==> src/rtl/wb_master_pkg.sv <==
// Shared constants, state encoding and cycle-type helpers for the Wishbone
// burst master and its timer.
package wb_master_pkg;

    localparam logic [2:0] CTI_CLASSIC = 3'b000;
    localparam logic [2:0] CTI_INCR    = 3'b010;
    localparam logic [2:0] CTI_EOB     = 3'b111;
    localparam logic [1:0] BTE_LINEAR  = 2'b00;

    localparam logic [1:0] ERR_OK      = 2'd0;
    localparam logic [1:0] ERR_BUS     = 2'd1;
    localparam logic [1:0] ERR_RETRY   = 2'd2;
    localparam logic [1:0] ERR_TIMEOUT = 2'd3;

    typedef enum logic [1:0] {
        ST_IDLE       = 2'd0,
        ST_XFER       = 2'd1,
        ST_RETRY_WAIT = 2'd2,
        ST_FINISH     = 2'd3
    } state_e;

    // Cycle type for a first issue of a beat.
    function automatic logic [2:0] beat_cti(input logic is_burst, input logic is_last);
        if (!is_burst)
            return CTI_CLASSIC;
        return is_last ? CTI_EOB : CTI_INCR;
    endfunction

    // A re-issued beat never signals end-of-burst; the last one goes out classic.
    function automatic logic [2:0] retry_cti(input logic is_last);
        return is_last ? CTI_CLASSIC : CTI_INCR;
    endfunction

endpackage

==> src/rtl/wb_master_timer.sv <==
// Loadable saturating down-counter; shared between the ack timeout and the
// retry back-off gap.
module wb_master_timer #(
    parameter int W = 9
) (
    input  logic         clk_i,
    input  logic         rst_ni,
    input  logic         load_i,
    input  logic [W-1:0] load_val_i,
    input  logic         en_i,
    output logic         expired_o
);

    logic [W-1:0] cnt_q;

    always_ff @(posedge clk_i) begin
        if (!rst_ni)
            cnt_q <= '0;
        else if (load_i)
            cnt_q <= load_val_i;
        else if (en_i && (cnt_q != '0))
            cnt_q <= cnt_q - 1'b1;
    end

    assign expired_o = (cnt_q == '0);

endmodule

==> src/rtl/wb_burst_master.sv <==
// Wishbone B3 classic / incrementing-burst master with a write data stream,
// per-beat read pulses, retry back-off, ack timeout and an abort code.
module wb_burst_master
    import wb_master_pkg::*;
#(
    parameter int DW        = 32,
    parameter int AW        = 32,
    parameter int MAX_BURST = 16,
    parameter int TIMEOUT   = 256,
    parameter int MAX_RETRY = 3,
    parameter int RETRY_GAP = 4,
    localparam int SW  = DW / 8,
    localparam int BLW = (MAX_BURST > 1) ? $clog2(MAX_BURST) : 1,
    localparam int RCW = (MAX_RETRY > 0) ? $clog2(MAX_RETRY + 1) : 1,
    localparam int TW  = $clog2(((TIMEOUT > RETRY_GAP) ? TIMEOUT : RETRY_GAP) + 1)
) (
    input  logic           wb_clk,
    input  logic           wb_rst_n,
    output logic [AW-1:0]  wb_adr_o,
    output logic [DW-1:0]  wb_dat_o,
    output logic [SW-1:0]  wb_sel_o,
    output logic           wb_we_o,
    output logic           wb_cyc_o,
    output logic           wb_stb_o,
    output logic [2:0]     wb_cti_o,
    output logic [1:0]     wb_bte_o,
    input  logic [DW-1:0]  wb_dat_i,
    input  logic           wb_ack_i,
    input  logic           wb_err_i,
    input  logic           wb_rty_i,
    input  logic           start,
    input  logic [AW-1:0]  address,
    input  logic [SW-1:0]  selection,
    input  logic           write,
    input  logic [BLW-1:0] burst_len,
    input  logic [DW-1:0]  wr_data,
    input  logic           wr_valid,
    output logic           wr_ready,
    output logic [DW-1:0]  rd_data,
    output logic           rd_valid,
    output logic           busy,
    output logic           done,
    output logic           error,
    output logic [1:0]     err_code
);

    state_e         state_q;
    logic [AW-1:0]  adr_q;
    logic [DW-1:0]  dat_q;
    logic [SW-1:0]  sel_q;
    logic           we_q, cyc_q, stb_q;
    logic [2:0]     cti_q;
    logic [BLW-1:0] len_q, beat_q;
    logic [RCW-1:0] rty_cnt_q;
    logic           loaded_q;
    logic [DW-1:0]  rd_data_q;
    logic           rd_valid_q, done_q, error_q;
    logic [1:0]     err_code_q;

    logic           last_beat, next_last, is_burst, rty_exhausted;
    logic           abort_d;
    logic [1:0]     abort_code_d;
    logic           tmr_load_d, tmr_en_d, tmr_expired;
    logic [TW-1:0]  tmr_val_d;

    assign last_beat     = (beat_q == len_q);
    assign next_last     = ((beat_q + 1'b1) == len_q);
    assign is_burst      = (len_q != '0);
    assign rty_exhausted = (rty_cnt_q == RCW'(MAX_RETRY));
    assign wr_ready      = (state_q == ST_XFER) && we_q && !loaded_q;

    // Abort decode; err outranks rty, and any response pre-empts the timeout.
    always_comb begin
        abort_d      = 1'b0;
        abort_code_d = ERR_OK;
        if ((state_q == ST_XFER) && stb_q) begin
            if (wb_err_i) begin
                abort_d      = 1'b1;
                abort_code_d = ERR_BUS;
            end else if (wb_rty_i && rty_exhausted) begin
                abort_d      = 1'b1;
                abort_code_d = ERR_RETRY;
            end else if (!wb_rty_i && !wb_ack_i && tmr_expired) begin
                abort_d      = 1'b1;
                abort_code_d = ERR_TIMEOUT;
            end
        end
    end

    // The timer holds TIMEOUT-1 whenever stb is low so it is primed the cycle
    // stb rises; a retry reloads it with the back-off gap instead.
    always_comb begin
        tmr_load_d = 1'b1;
        tmr_en_d   = 1'b0;
        tmr_val_d  = TW'(TIMEOUT - 1);
        case (state_q)
            ST_XFER: begin
                if (stb_q) begin
                    if (wb_err_i || wb_rty_i || wb_ack_i) begin
                        if (!wb_err_i && wb_rty_i)
                            tmr_val_d = TW'(RETRY_GAP - 1);
                    end else begin
                        tmr_load_d = 1'b0;
                        tmr_en_d   = 1'b1;
                    end
                end
            end
            ST_RETRY_WAIT: begin
                if (!tmr_expired) begin
                    tmr_load_d = 1'b0;
                    tmr_en_d   = 1'b1;
                end
            end
            default: ;
        endcase
    end

    wb_master_timer #(.W(TW)) u_timer (
        .clk_i      (wb_clk),
        .rst_ni     (wb_rst_n),
        .load_i     (tmr_load_d),
        .load_val_i (tmr_val_d),
        .en_i       (tmr_en_d),
        .expired_o  (tmr_expired)
    );

    always_ff @(posedge wb_clk) begin
        if (!wb_rst_n) begin
            state_q    <= ST_IDLE;
            adr_q      <= '0;
            dat_q      <= '0;
            sel_q      <= '0;
            we_q       <= 1'b0;
            cyc_q      <= 1'b0;
            stb_q      <= 1'b0;
            cti_q      <= CTI_CLASSIC;
            len_q      <= '0;
            beat_q     <= '0;
            rty_cnt_q  <= '0;
            loaded_q   <= 1'b0;
            rd_data_q  <= '0;
            rd_valid_q <= 1'b0;
            done_q     <= 1'b0;
            error_q    <= 1'b0;
            err_code_q <= ERR_OK;
        end else begin
            rd_valid_q <= 1'b0;
            done_q     <= 1'b0;
            error_q    <= 1'b0;
            case (state_q)
                ST_IDLE: begin
                    if (start) begin
                        adr_q      <= address;
                        sel_q      <= selection;
                        we_q       <= write;
                        len_q      <= burst_len;
                        beat_q     <= '0;
                        rty_cnt_q  <= '0;
                        loaded_q   <= 1'b0;
                        cyc_q      <= 1'b1;
                        stb_q      <= !write;
                        cti_q      <= beat_cti(burst_len != '0, burst_len == '0);
                        err_code_q <= ERR_OK;
                        state_q    <= ST_XFER;
                    end
                end
                ST_XFER: begin
                    if (wr_ready && wr_valid) begin
                        dat_q    <= wr_data;
                        loaded_q <= 1'b1;
                        stb_q    <= 1'b1;
                    end
                    if (abort_d) begin
                        cyc_q      <= 1'b0;
                        stb_q      <= 1'b0;
                        done_q     <= 1'b1;
                        error_q    <= 1'b1;
                        err_code_q <= abort_code_d;
                        state_q    <= ST_FINISH;
                    end else if (stb_q && wb_rty_i) begin
                        cyc_q     <= 1'b0;
                        stb_q     <= 1'b0;
                        rty_cnt_q <= rty_cnt_q + 1'b1;
                        state_q   <= ST_RETRY_WAIT;
                    end else if (stb_q && wb_ack_i) begin
                        if (!we_q) begin
                            rd_data_q  <= wb_dat_i;
                            rd_valid_q <= 1'b1;
                        end
                        rty_cnt_q <= '0;
                        loaded_q  <= 1'b0;
                        if (last_beat) begin
                            cyc_q   <= 1'b0;
                            stb_q   <= 1'b0;
                            done_q  <= 1'b1;
                            state_q <= ST_FINISH;
                        end else begin
                            adr_q  <= adr_q + AW'(SW);
                            beat_q <= beat_q + 1'b1;
                            cti_q  <= beat_cti(is_burst, next_last);
                            stb_q  <= !we_q;
                        end
                    end
                end
                ST_RETRY_WAIT: begin
                    // Write data is still held from the first attempt.
                    if (tmr_expired) begin
                        cyc_q   <= 1'b1;
                        stb_q   <= 1'b1;
                        cti_q   <= retry_cti(last_beat);
                        state_q <= ST_XFER;
                    end
                end
                ST_FINISH: state_q <= ST_IDLE;
                default:   state_q <= ST_IDLE;
            endcase
        end
    end

    assign wb_adr_o = adr_q;
    assign wb_dat_o = dat_q;
    assign wb_sel_o = sel_q;
    assign wb_we_o  = we_q;
    assign wb_cyc_o = cyc_q;
    assign wb_stb_o = stb_q;
    assign wb_cti_o = cti_q;
    assign wb_bte_o = BTE_LINEAR;
    assign rd_data  = rd_data_q;
    assign rd_valid = rd_valid_q;
    assign busy     = (state_q != ST_IDLE);
    assign done     = done_q;
    assign error    = error_q;
    assign err_code = err_code_q;

endmodule

==> config.mk <==
export PLATFORM = sky130hd
export DESIGN_NAME = wb_burst_master
export DESIGN_NICKNAME = d
export VERILOG_FILES = /design/src/rtl/wb_master_pkg.sv /design/src/rtl/wb_master_timer.sv /design/src/rtl/wb_burst_master.sv
export SDC_FILE = /design/constraint.sdc
export NUM_CORES = 1
export LEC_CHECK = 0
export ABC_AREA = 1
export BUFFER_PORTS_ARGS = -buffer_cell sky130_fd_sc_hd__buf_2
export CAP_MARGIN = 40
export CORE_ASPECT_RATIO = 1.2
export CORE_MARGIN = 2
export CORE_UTILIZATION = 50
export DETAILED_ROUTE_END_ITERATION = 10
export GPL_ROUTABILITY_DRIVEN = 0
export PLACE_DENSITY = 0.81
export SLEW_MARGIN = 10
export SYNTH_ARGS = -nofsm -noshare
export SYNTH_HDL_FRONTEND = slang
export SYNTH_SLANG_ARGS = --single-unit
==> constraint.sdc <==
create_clock -name wb_clk -period 2.6 [get_ports wb_clk]
set_clock_uncertainty 0.15 [all_clocks]
set_input_delay 0.78 -clock wb_clk [delete_from_list [all_inputs] [get_ports wb_clk]]
set_output_delay 0.78 -clock wb_clk [all_outputs]
set_load 0.1 [all_outputs]
## Word-level counts from Yosys, hierarchy flattened

Cells that the tools add are included.

- Flip-flop bits (word level): 133
- Input bits: 112
- Output and inout port bits: 115
- Word-level logic and storage cells: 186

- Add/subtract/negate cells: 4
- Equality and inequality tests: 17
- Multiplexer cells: 99
- Bitwise operators: 6
- Reduce and logical (&&, ||, !) cells: 42

Operators by type and width:

| operator | count |
|---|---|
| 32-bit two-way mux | 5 |
| 32-bit one-hot mux with 2 select lines | 1 |
| 1-bit two-way mux | 44 |
| 3-bit two-way mux | 12 |
| 32-bit by 3-bit adder with 32-bit output (second input constant) | 1 |
| 2-bit two-way mux | 16 |
| 8-bit two-way mux | 4 |
| 4-bit two-way mux | 5 |
| 9-bit two-way mux | 2 |
| 2-bit != test (second input constant) | 6 |
| 4-bit AND reduction | 3 |
| 1-bit logical AND | 11 |
| 5-bit AND reduction | 2 |
| 9-bit logical NOT | 1 |
| 3-bit one-hot mux with 3 select lines | 1 |
| 9-bit nonzero test | 1 |
| 9-bit by 1-bit subtractor with 9-bit output (second input constant) | 1 |
| 4-bit equality test | 2 |
| 2-bit one-hot mux with 2 select lines | 2 |
| 2-bit one-hot mux with 4 select lines | 1 |
| 4-bit one-hot mux with 2 select lines | 1 |
| 2-bit AND reduction | 4 |
| 4-bit nonzero test | 2 |
| 7-bit AND reduction | 1 |
| other kinds (21) | 39 |

## Logic depth before layout (Yosys ltp)

Gate-level depths: netlist of run 1.

- Depth after elaboration: 16
- Gate-level depth with buffers: 13
- Gate-level depth less buffers: 12

## Modules after synthesis

From an unflattened synthesis of run 1, not the netlist that was laid out.

- Cell total of the unflattened synthesis: 1006
- Area total of the unflattened synthesis: 6829.0 sq um

By module, submodules not included:

| module | times used | cells an instance | area an instance (sq um) | sequential area each (sq um) |
|---|---|---|---|---|
| wb_burst_master | 1 | 907 | 6224.7 | 2462.4 |
| wb_master_timer | 1 | 99 | 604.3 | 180.2 |

## Least setup slack after synthesis of run 1

No wires, ideal clock.

- Path kind: register to register
- Start: register we_q, in the netlist wb_we_o
- End: register dat_q[24], in the netlist wb_dat_o[24]
- Setup time: 0.071 ns
- Arrival time: 2.790 ns
- Data required time: 2.379 ns
- Setup slack: -0.411 ns
- Cell stages (with the launch flop): 8
- Path buffers: 1
- Clock period less this slack: 3.011 ns
- Cells stage by stage: dfxtp_1 nand2_1 nor2_2 nand2_1 inv_2 buf_2 nand2_1 a21oi_1

- Longest elaborated chain between the ends: 4

Ends and longest elaborated chain:

| what | line | text |
|---|---|---|
| from (decl) | wb_burst_master.sv:51 | `logic we_q, cyc_q, stb_q;` |
| from (signal assigned) | wb_burst_master.sv:155 | `we_q <= write;` |
| 1-bit logical AND (2 in series) | wb_burst_master.sv:70 | `assign wr_ready = (state_q == ST_XFER) && we_q && !loaded_q;` |
| named net wr_ready | wb_burst_master.sv:38 | `output logic wr_ready,` |
| 1-bit logical AND | wb_burst_master.sv:168 | `if (wr_ready && wr_valid) begin` |
| 2-bit AND reduction (no line) | - |  |
| to (signal assigned) | wb_burst_master.sv:169 | `dat_q <= wr_data;` |
| to (decl) | wb_burst_master.sv:49 | `logic [DW-1:0] dat_q;` |

The timed path passes the listed nets, and every way through them passes these cells.
A chain may end at the register's enable or synchronous reset.

## Worst setup path after layout of run 1

- Start: register state_q[0]
- End: output port busy

- Longest elaborated chain between the ends: 1

Ends and longest elaborated chain:

| what | line | text |
|---|---|---|
| from (decl) | wb_burst_master.sv:47 | `state_e state_q;` |
| from (signal assigned) | wb_burst_master.sv:129 | `state_q <= ST_IDLE;` |
| from (signal assigned) | wb_burst_master.sv:164 | `state_q <= ST_XFER;` |
| from (signal assigned) | wb_burst_master.sv:179 | `state_q <= ST_FINISH;` |
| 2-bit nonzero test | wb_burst_master.sv:230 | `assign busy = (state_q != ST_IDLE);` |
| to (decl) | wb_burst_master.sv:41 | `output logic busy,` |

No other way between the ends.

==> metrics.log, run 1 <==
[metrics] CP Max Fanout: 6
[metrics] worst setup slack after placement: 0.1658 ns
[metrics] Hold Buf Count CTS: 0
[metrics] clock buffer count from CTS: 17
[metrics] switching share of total power: 51.85%
[metrics] count of pins over their slew limit: 0
[metrics] Core Rows: 46
[metrics] number of DRC markers in iteration 0: 516
[metrics] slew at the pin closest to its max-slew limit: 0.5903 ns
[metrics] H-tree lvl count: 4
[metrics] share of final-layout standard cells stronger than drive strength 1: 27.67%
[metrics] core region area: 13300 sq um
[metrics] total power: 10830 uW
[metrics] top routing layer in use: met4
[metrics] commonest cells in the synthesized netlist: nand2_1, nor2_1, dfxtp_1, a21oi_1, inv_1
[metrics] register cell area after layout: 2645 sq um
[metrics] number of buffers on the longest clock path: 2
[metrics] clock tree from TritonCTS: built
[metrics] number of design rule violations left after detail routing: 0
[metrics] maximum ir drop on the vdd rail: 880.4 uV
[metrics] Ports: 227
[metrics] total length of routed met2 wires: 9.988 mm
[metrics] worst reg2reg path endpoint: wb_adr_o[26]$_SDFFE_PN0P_
[metrics] part of the total power dissipated in combinational logic: 50.1%
[metrics] NetSw: 5614 uW
[metrics] post-synth top area cell: dfxtp_1
[metrics] maximum number of pins on one net before global-route repair: 74
[metrics] detailed-route wire length on metal 1: 8.368 mm
[metrics] Warnings, synthesis: 0
[metrics] number of input and output port buffers inserted: 224
[metrics] power density relative to cell area: 1240 nW/um^2
[metrics] maximum single-stage delay on the critical path: 0.40 ns
[metrics] minimum period implied by the final worst setup slack: 2.501 ns
[metrics] fmax: 399.9 MHz
[metrics] global-route wire length before repair: 33.66 mm
[metrics] result of the run: complete, no violations
[metrics] number of buffers inserted to repair setup after CTS: 0
[metrics] number of antenna diodes: 0
[metrics] CP Capture Point: busy
[metrics] part of the power in registers: 26.8%
[metrics] routed length per placed instance: 14.58 um
[metrics] number of hold violations in the final report: 0
[metrics] vertical die dimension: 132.3 um
[metrics] sinks on the clock net: 132
[metrics] Final Net Count: 1358
[metrics] setup repair after global routing missed its margin: no
[metrics] synth unique cells: 41
[metrics] die footprint: 14670 sq um
[metrics] cell count after synthesis: 1024
[metrics] vias per cell: 5.235
[metrics] Primary FF master, synth: dfxtp_1
[metrics] area used by multi-input combinational logic: 3714 sq um
[metrics] stages on the worst setup path: 4
[metrics] DRT antenna net count: 0
[metrics] CP cell instances: inv_1 > ha_1 > inv_2 > buf_8
[metrics] worst endpoint data arrival time: 1.57 ns
[metrics] fill count: 1221
[metrics] HP Class: flip-flop to flip-flop
[metrics] crit path launch type: flip-flop
[metrics] number of storage elements in the synthesis netlist: 132
[metrics] register-to-register setup slack: 0.26 ns
[metrics] most repeated cell in the gate-level netlist after synthesis: nand2_1
[metrics] combined buffer and inverter count along the critical path: 3
[metrics] Slew Limit Headroom: 60.23%
[metrics] Clock transition at path regs: 0.06 ns
[metrics] number of global-route vias before repair: 7057
[metrics] RR Startpoint: state_q[1]$_SDFFE_PN0P_
[metrics] Total Negative Setup Slacks: 0 ns
[metrics] fraction of the cycle the final worst path needs: 96.19%
[metrics] number of enable flip-flop cells after synthesis: 0
[metrics] slowest stage cell, crit path: dfxtp_2
[metrics] FF-to-FF path depth: 10
[metrics] Crit Path Class: flip-flop to primary output
[metrics] DIE WIDTH: 110.9 um
[metrics] drt first pass iters: 8
[metrics] dominant cells by area after synthesis: dfxtp_1, nand2_1, nor2_1, a21oi_1, nand4_1
[metrics] initial core utilization: 51.57%
[metrics] Synth Cell Area: 6857 sq um
[metrics] Final Worst Setup Slack: 0.09919 ns
[metrics] total non-filler cell area in the finished layout: 8735 sq um
[metrics] Area growth syn-to-layout: 27.39%
[metrics] detailed-placement wirelength estimate: 15.07 mm
[metrics] cell family contributing the most delay on the critical path: buffers and inverters
[metrics] GRT Overall Usage: 27.94%
[metrics] proportion of netlist area held by the largest area contributor: 38.54%
[metrics] antenna violations before repair: 0
[metrics] Cell Int Power: 5214 uW
[metrics] register area share after synthesis: 38.54%
[metrics] Static Leakage: 0.003977 uW
[metrics] final number of setup-violating endpoints: 0
[metrics] wire length reported by the detailed router: 20.63 mm
[metrics] average instance area after synthesis: 6.696 sq um
[metrics] Routed met3 length: 1.540 mm
[metrics] launching instance or port of the critical path: state_q[0]$_SDFFE_PN0P_
[metrics] worst-skew pair later-pin latency: 0.42 ns
[metrics] buffer type at the clock tree root: clkbuf_16
[metrics] GRT overflow: 0
[metrics] Post-synth ARST share: 0%
[metrics] Clk network pwr share: 23.1%
[metrics] via total after detailed routing: 7407
[metrics] Critical Path RT: 1.67 ns
[metrics] nature of the critical path endpoint: primary output
[metrics] placed cell areas: 8099 sq um
[metrics] Layout Utilization: 65.70%
[metrics] max-cap viol count: 0
## power by group through the flow
stage | Sequential (uW) | Clock [uW] | Combinational, uW
2_1_floorplan | 4810 | 0 | 2480
3_3_place_gp | 2900 | 0 | 5290
3_5_place_dp | 2910 | 0 | 5350
4_1_cts | 2880 | 2530 | 5410
5_1_grt | 2960 | 2620 | 5830
6_report | 2900 | 2500 | 5430
## worst register-to-register path, cell delays in order, from the launching register on
cell and delay (ns):
dfxtp_1 0.41, inv_2 0.10, ha_4 0.20, inv_1 0.24, nor2_1 0.11, inv_1 0.15
nand2_2 0.12, nor2_8 0.26, buf_4 0.31, nand4_1 0.14, o21ai_2 0.08
## metal layers
metal	vias up	GRT usage, %
li1	3741	-
met2	318	47.27
met4	0	14.37
met1	3290	32.91
met3	58	6.759
met5	-	0
## stage by stage
step / instances / hold WS, ns
floorplan: 1025 / 0.2942
global placement: 1383 / 0.2945
detailed placement: 1383 / 0.2998
CTS: 1415 / 0.3096
global route: 1415 / 0.3259
finish: 1415 / 0.3061
## cells by family after synthesis
kind of cell | share of synthesized area [%]
flops | 38.54
buf+inv | 7.610
simple gates | 38.28
mux | 0.1460
fa+ha+maj | 2.190
compound gates | 12.15
xor+xnor | 1.022
other cells | 0.05469
## placed cells by master (no fill, tap or decap), types with 5 or more instances in the layout
cell type	count
buf_2	222
inv_2	13
nand2_2	7
o21ai_1	14
nor3_1	5
dfxtp_1	130
ha_1	11
nand2_1	305
clkbuf_16	17
o21ai_0	35
nand3_1	52
nand4_1	49
or2_2	21
inv_1	54
nor2_2	6
nor2_1	141
buf_4	14
o21ai_2	8
a21oi_1	85
## worst min path at each step
stage	from	depth (start not counted)	end	slack, ns
after floorplan	u_timer.cnt_q[0]$_SDFFE_PN0P_	2	u_timer.cnt_q[0]$_SDFFE_PN0P_	0.29
after global placement	rd_data[2]$_SDFFE_PN0P_	2	rd_data[2]$_SDFFE_PN0P_	0.29
after detailed placement	rd_data[9]$_SDFFE_PN0P_	2	rd_data[9]$_SDFFE_PN0P_	0.30
after CTS	rd_data[9]$_SDFFE_PN0P_	2	rd_data[9]$_SDFFE_PN0P_	0.31
after global routing	rd_data[17]$_SDFFE_PN0P_	2	rd_data[17]$_SDFFE_PN0P_	0.33
final	rd_data[31]$_SDFFE_PN0P_	2	rd_data[31]$_SDFFE_PN0P_	0.31
## sequential cells by signal, summed over array words and instances (netlist names), 2 cells and up
name and count:
rd_data 32, wb_adr_o 32, wb_dat_o 32, u_timer.cnt_q 9, beat_q 4, len_q 4
wb_sel_o 4, err_code 2, rty_cnt_q 2, state_q 2, wb_cti_o 2
## repair_timing
item                                    4_1_cts  5_1_grt
resized for setup                             6        1
endpoints found under the setup margin        2        1
pin swaps                                     0        0
## final cells by class
type                            instances  area share, %
Inverter                               68          2.980
Clock inverter                         13          1.962
Tap cell                              168          2.407
Multi-Input combinational cell        775          42.52
Sequential cell                       132          30.28
Timing Repair Buffer                  240          14.78
Clock buffer                           19          5.071
No activity file was read; power rests on OpenSTA's default activity.
==> inputs of run 2 (changes only) <==
- BUFFER_PORTS_ARGS: -buffer_cell sky130_fd_sc_hd__buf_2 -> default
- CORE_MARGIN: 2 -> default
- DONT_BUFFER_PORTS: default -> 1
- PLACE_DENSITY: 0.81 -> 0.67
==> metrics.log, run 2 (synthesis results as in run 1) <==
[metrics] result of the run: complete, no violations
[metrics] number of DRC markers in iteration 0: 543 (+5.2%)
[metrics] Clk network pwr share: 23.1% (about the same)
[metrics] final number of setup-violating endpoints: 0 (unchanged)
[metrics] part of the power in registers: 26.1% (-0.7 points)
[metrics] most common library cell in the layout ignoring fill and taps: nand2_1
[metrics] worst-skew pair later-pin latency: 0.43 ns (about the same)
[metrics] count of pins over their slew limit: 0 (unchanged)
[metrics] number of buffers on the longest clock path: 2 (unchanged)
[metrics] DRT antenna net count: 0 (unchanged)
[metrics] number of buffers inserted to repair setup after CTS: 0 (unchanged)
[metrics] H-tree lvl count: 4 (unchanged)
[metrics] GRT Overall Usage: 28.21% (+0.27 points)
[metrics] Clock transition at path regs: 0.06 ns (about the same)
[metrics] buffer type at the clock tree root: clkbuf_16
[metrics] minimum period implied by the final worst setup slack: 2.452 ns (-0.04864 ns)
[metrics] HP Class: flip-flop to flip-flop
[metrics] core region area: 13300 sq um (unchanged)
[metrics] RR Startpoint: state_q[0]$_SDFFE_PN0P_
[metrics] worst reg2reg path endpoint: wb_adr_o[23]$_SDFFE_PN0P_
[metrics] slew at the pin closest to its max-slew limit: 0.5513 ns (-0.03904 ns)
[metrics] vias per cell: 5.329 (+1.8%)
[metrics] NetSw: 5530 uW (-1.5%)
[metrics] GRT overflow: 0 (unchanged)
[metrics] number of input and output port buffers inserted: 0 (-100%)
[metrics] worst endpoint data arrival time: 1.52 ns (-0.05 ns)
[metrics] clock tree from TritonCTS: built
[metrics] Final Worst Setup Slack: 0.1478 ns (+0.04864 ns)
[metrics] most used cells in the layout excluding fill and tap cells: nand2_1, nor2_1, dfxtp_1
[metrics] sinks on the clock net: 132 (unchanged)
[metrics] Ports: 227 (unchanged)
[metrics] DIE WIDTH: 108.9 um (-1.8%)
[metrics] number of design rule violations left after detail routing: 0 (unchanged)
[metrics] part of the total power dissipated in combinational logic: 50.8% (+0.7 points)
[metrics] Cell Int Power: 5314 uW (+1.9%)
[metrics] fill count: 1270 (+4.0%)
[metrics] clock buffer count from CTS: 17 (unchanged)
[metrics] area used by multi-input combinational logic: 3714 sq um (unchanged)
[metrics] Static Leakage: 0.003527 uW (-11%)
[metrics] max-cap viol count: 0 (unchanged)
[metrics] Total Negative Setup Slacks: 0 ns (unchanged)
[metrics] die footprint: 14190 sq um (-3.3%)
[metrics] crit path launch type: flip-flop
[metrics] number of global-route vias before repair: 6444 (-8.7%)
[metrics] power density relative to cell area: 1286 nW/um^2 (+3.7%)
[metrics] fmax: 407.8 MHz (+2.0%)
[metrics] CP Capture Point: wr_ready
[metrics] register cell area after layout: 2646 sq um (about the same)
[metrics] maximum number of pins on one net before global-route repair: 53 (-28%)
[metrics] Final Net Count: 1244 (-8.4%)
[metrics] global-route wire length before repair: 31.08 mm (-7.7%)
[metrics] drt first pass iters: 5 (-3)
[metrics] number of antenna diodes: 0 (unchanged)
[metrics] via total after detailed routing: 6933 (-6.4%)
[metrics] launching instance or port of the critical path: state_q[1]$_SDFFE_PN0P_
[metrics] switching share of total power: 51.00% (-0.85 points)
[metrics] Slew Limit Headroom: 63.55% (+3.3 points)
[metrics] Core Rows: 46 (unchanged)
[metrics] nature of the critical path endpoint: primary output
[metrics] setup repair after global routing missed its margin: no
[metrics] HP Start: rd_data[4]$_SDFFE_PN0P_
[metrics] Critical Path RT: 1.67 ns (about the same)
[metrics] share of final-layout standard cells stronger than drive strength 1: 20.39% (-7.3 points)
[metrics] fraction of the cycle the final worst path needs: 94.31% (-1.9 points)
[metrics] antenna violations before repair: 0 (unchanged)
[metrics] Area growth syn-to-layout: 22.97%
[metrics] wire length reported by the detailed router: 19.92 mm (-3.5%)
[metrics] detailed-placement wirelength estimate: 14.38 mm (-4.5%)
[metrics] routed length per placed instance: 15.31 um (+5.0%)
[metrics] worst setup slack after placement: 0.2939 ns (+0.1281 ns)
[metrics] Crit Path Class: flip-flop to primary output
[metrics] initial core utilization: 51.57% (unchanged)
[metrics] number of hold violations in the final report: 0 (unchanged)
[metrics] vertical die dimension: 130.3 um (-1.5%)
[metrics] FF-to-FF path depth: 11 (+1)
[metrics] maximum ir drop on the vdd rail: 880.6 uV (about the same)
[metrics] register-to-register setup slack: 0.36 ns (+0.10 ns)
[metrics] CP Max Fanout: 8 (+2)
run 2: changes by cell type in the layout (fill, tap and decap cells not counted), sizes merged:
cell    delta
buf      -114
clkinv     -2
inv        +2
run 2: layout make-up:
class,count,share of cell area (%)
sequential,132,31.38
clock inverter,13,2.033
inverter,68,3.087
clock buffer,19,5.253
multi-input combinational,775,44.04
timing repair buffer,126,11.71
tap,168,2.493
run 2: how the worst min path moves through the flow:
stage | endpoint | slack [ns] | cells after the start
6_report | rd_data[4]$_SDFFE_PN0P_ | 0.31 | 2
5_1_grt | err_code[0]$_SDFFE_PN0P_ | 0.32 | 2
4_1_cts | rd_data[2]$_SDFFE_PN0P_ | 0.31 | 2
3_5_place_dp | rd_data[2]$_SDFFE_PN0P_ | 0.30 | 2
3_3_place_gp | rd_data[4]$_SDFFE_PN0P_ | 0.30 | 2
2_1_floorplan | u_timer.cnt_q[0]$_SDFFE_PN0P_ | 0.29 | 2
run 2: power groups by stage:
stage	registers (uW)	clock network [uW]	logic, uW
floorplan	4810	0	2480
global placement	2840	0	5450
detailed placement	2850	0	5480
CTS	2810	2530	5500
global route	2880	2610	5950
finish	2820	2510	5510
run 2: layer usage:
| metal | share of wire, % | up-vias | track usage (%) | wire length (um) |
|---|---|---|---|---|
| met5 | 0 | - | 0 | 0 |
| met4 | 3.1 | 0 | 14.55 | 618 |
| met3 | 8.7 | 43 | 8.492 | 1731 |
| met2 | 48 | 264 | 48.61 | 9606 |
| met1 | 40 | 3108 | 31.12 | 7963 |
| li1 | - | 3518 | - | - |
run 2: stage by stage:
stage | hold slack (ns) | cell area (sq um) | instances | util (%) | total power [uW]
detailed placement | 0.3012 | 7802 | 1269 | 58.69 | 8328
CTS | 0.3104 | 8417 | 1301 | 63.31 | 10840
finish | 0.3081 | 8432 | 1301 | 63.42 | 10840
global route | 0.3181 | 8432 | 1301 | 63.42 | 11450
global placement | 0.2976 | 7802 | 1269 | 58.69 | 8289
floorplan | 0.2942 | 6867 | 1025 | - | 7287
run 2: critical path: stages, from the launching register on:
cell and delay, ns:
dfxtp_1 0.36, inv_2 0.12, ha_4 0.19, nand2_1 0.10, nor2_4 0.14, buf_12 0.19
run 2: timing repair:
| item | 4_1_cts | 5_1_grt |
|---|---|---|
| endpoints found under the setup margin | 0 | 1 |
| hold buffers | 0 | 0 |
| gates resized for setup | 0 | 4 |
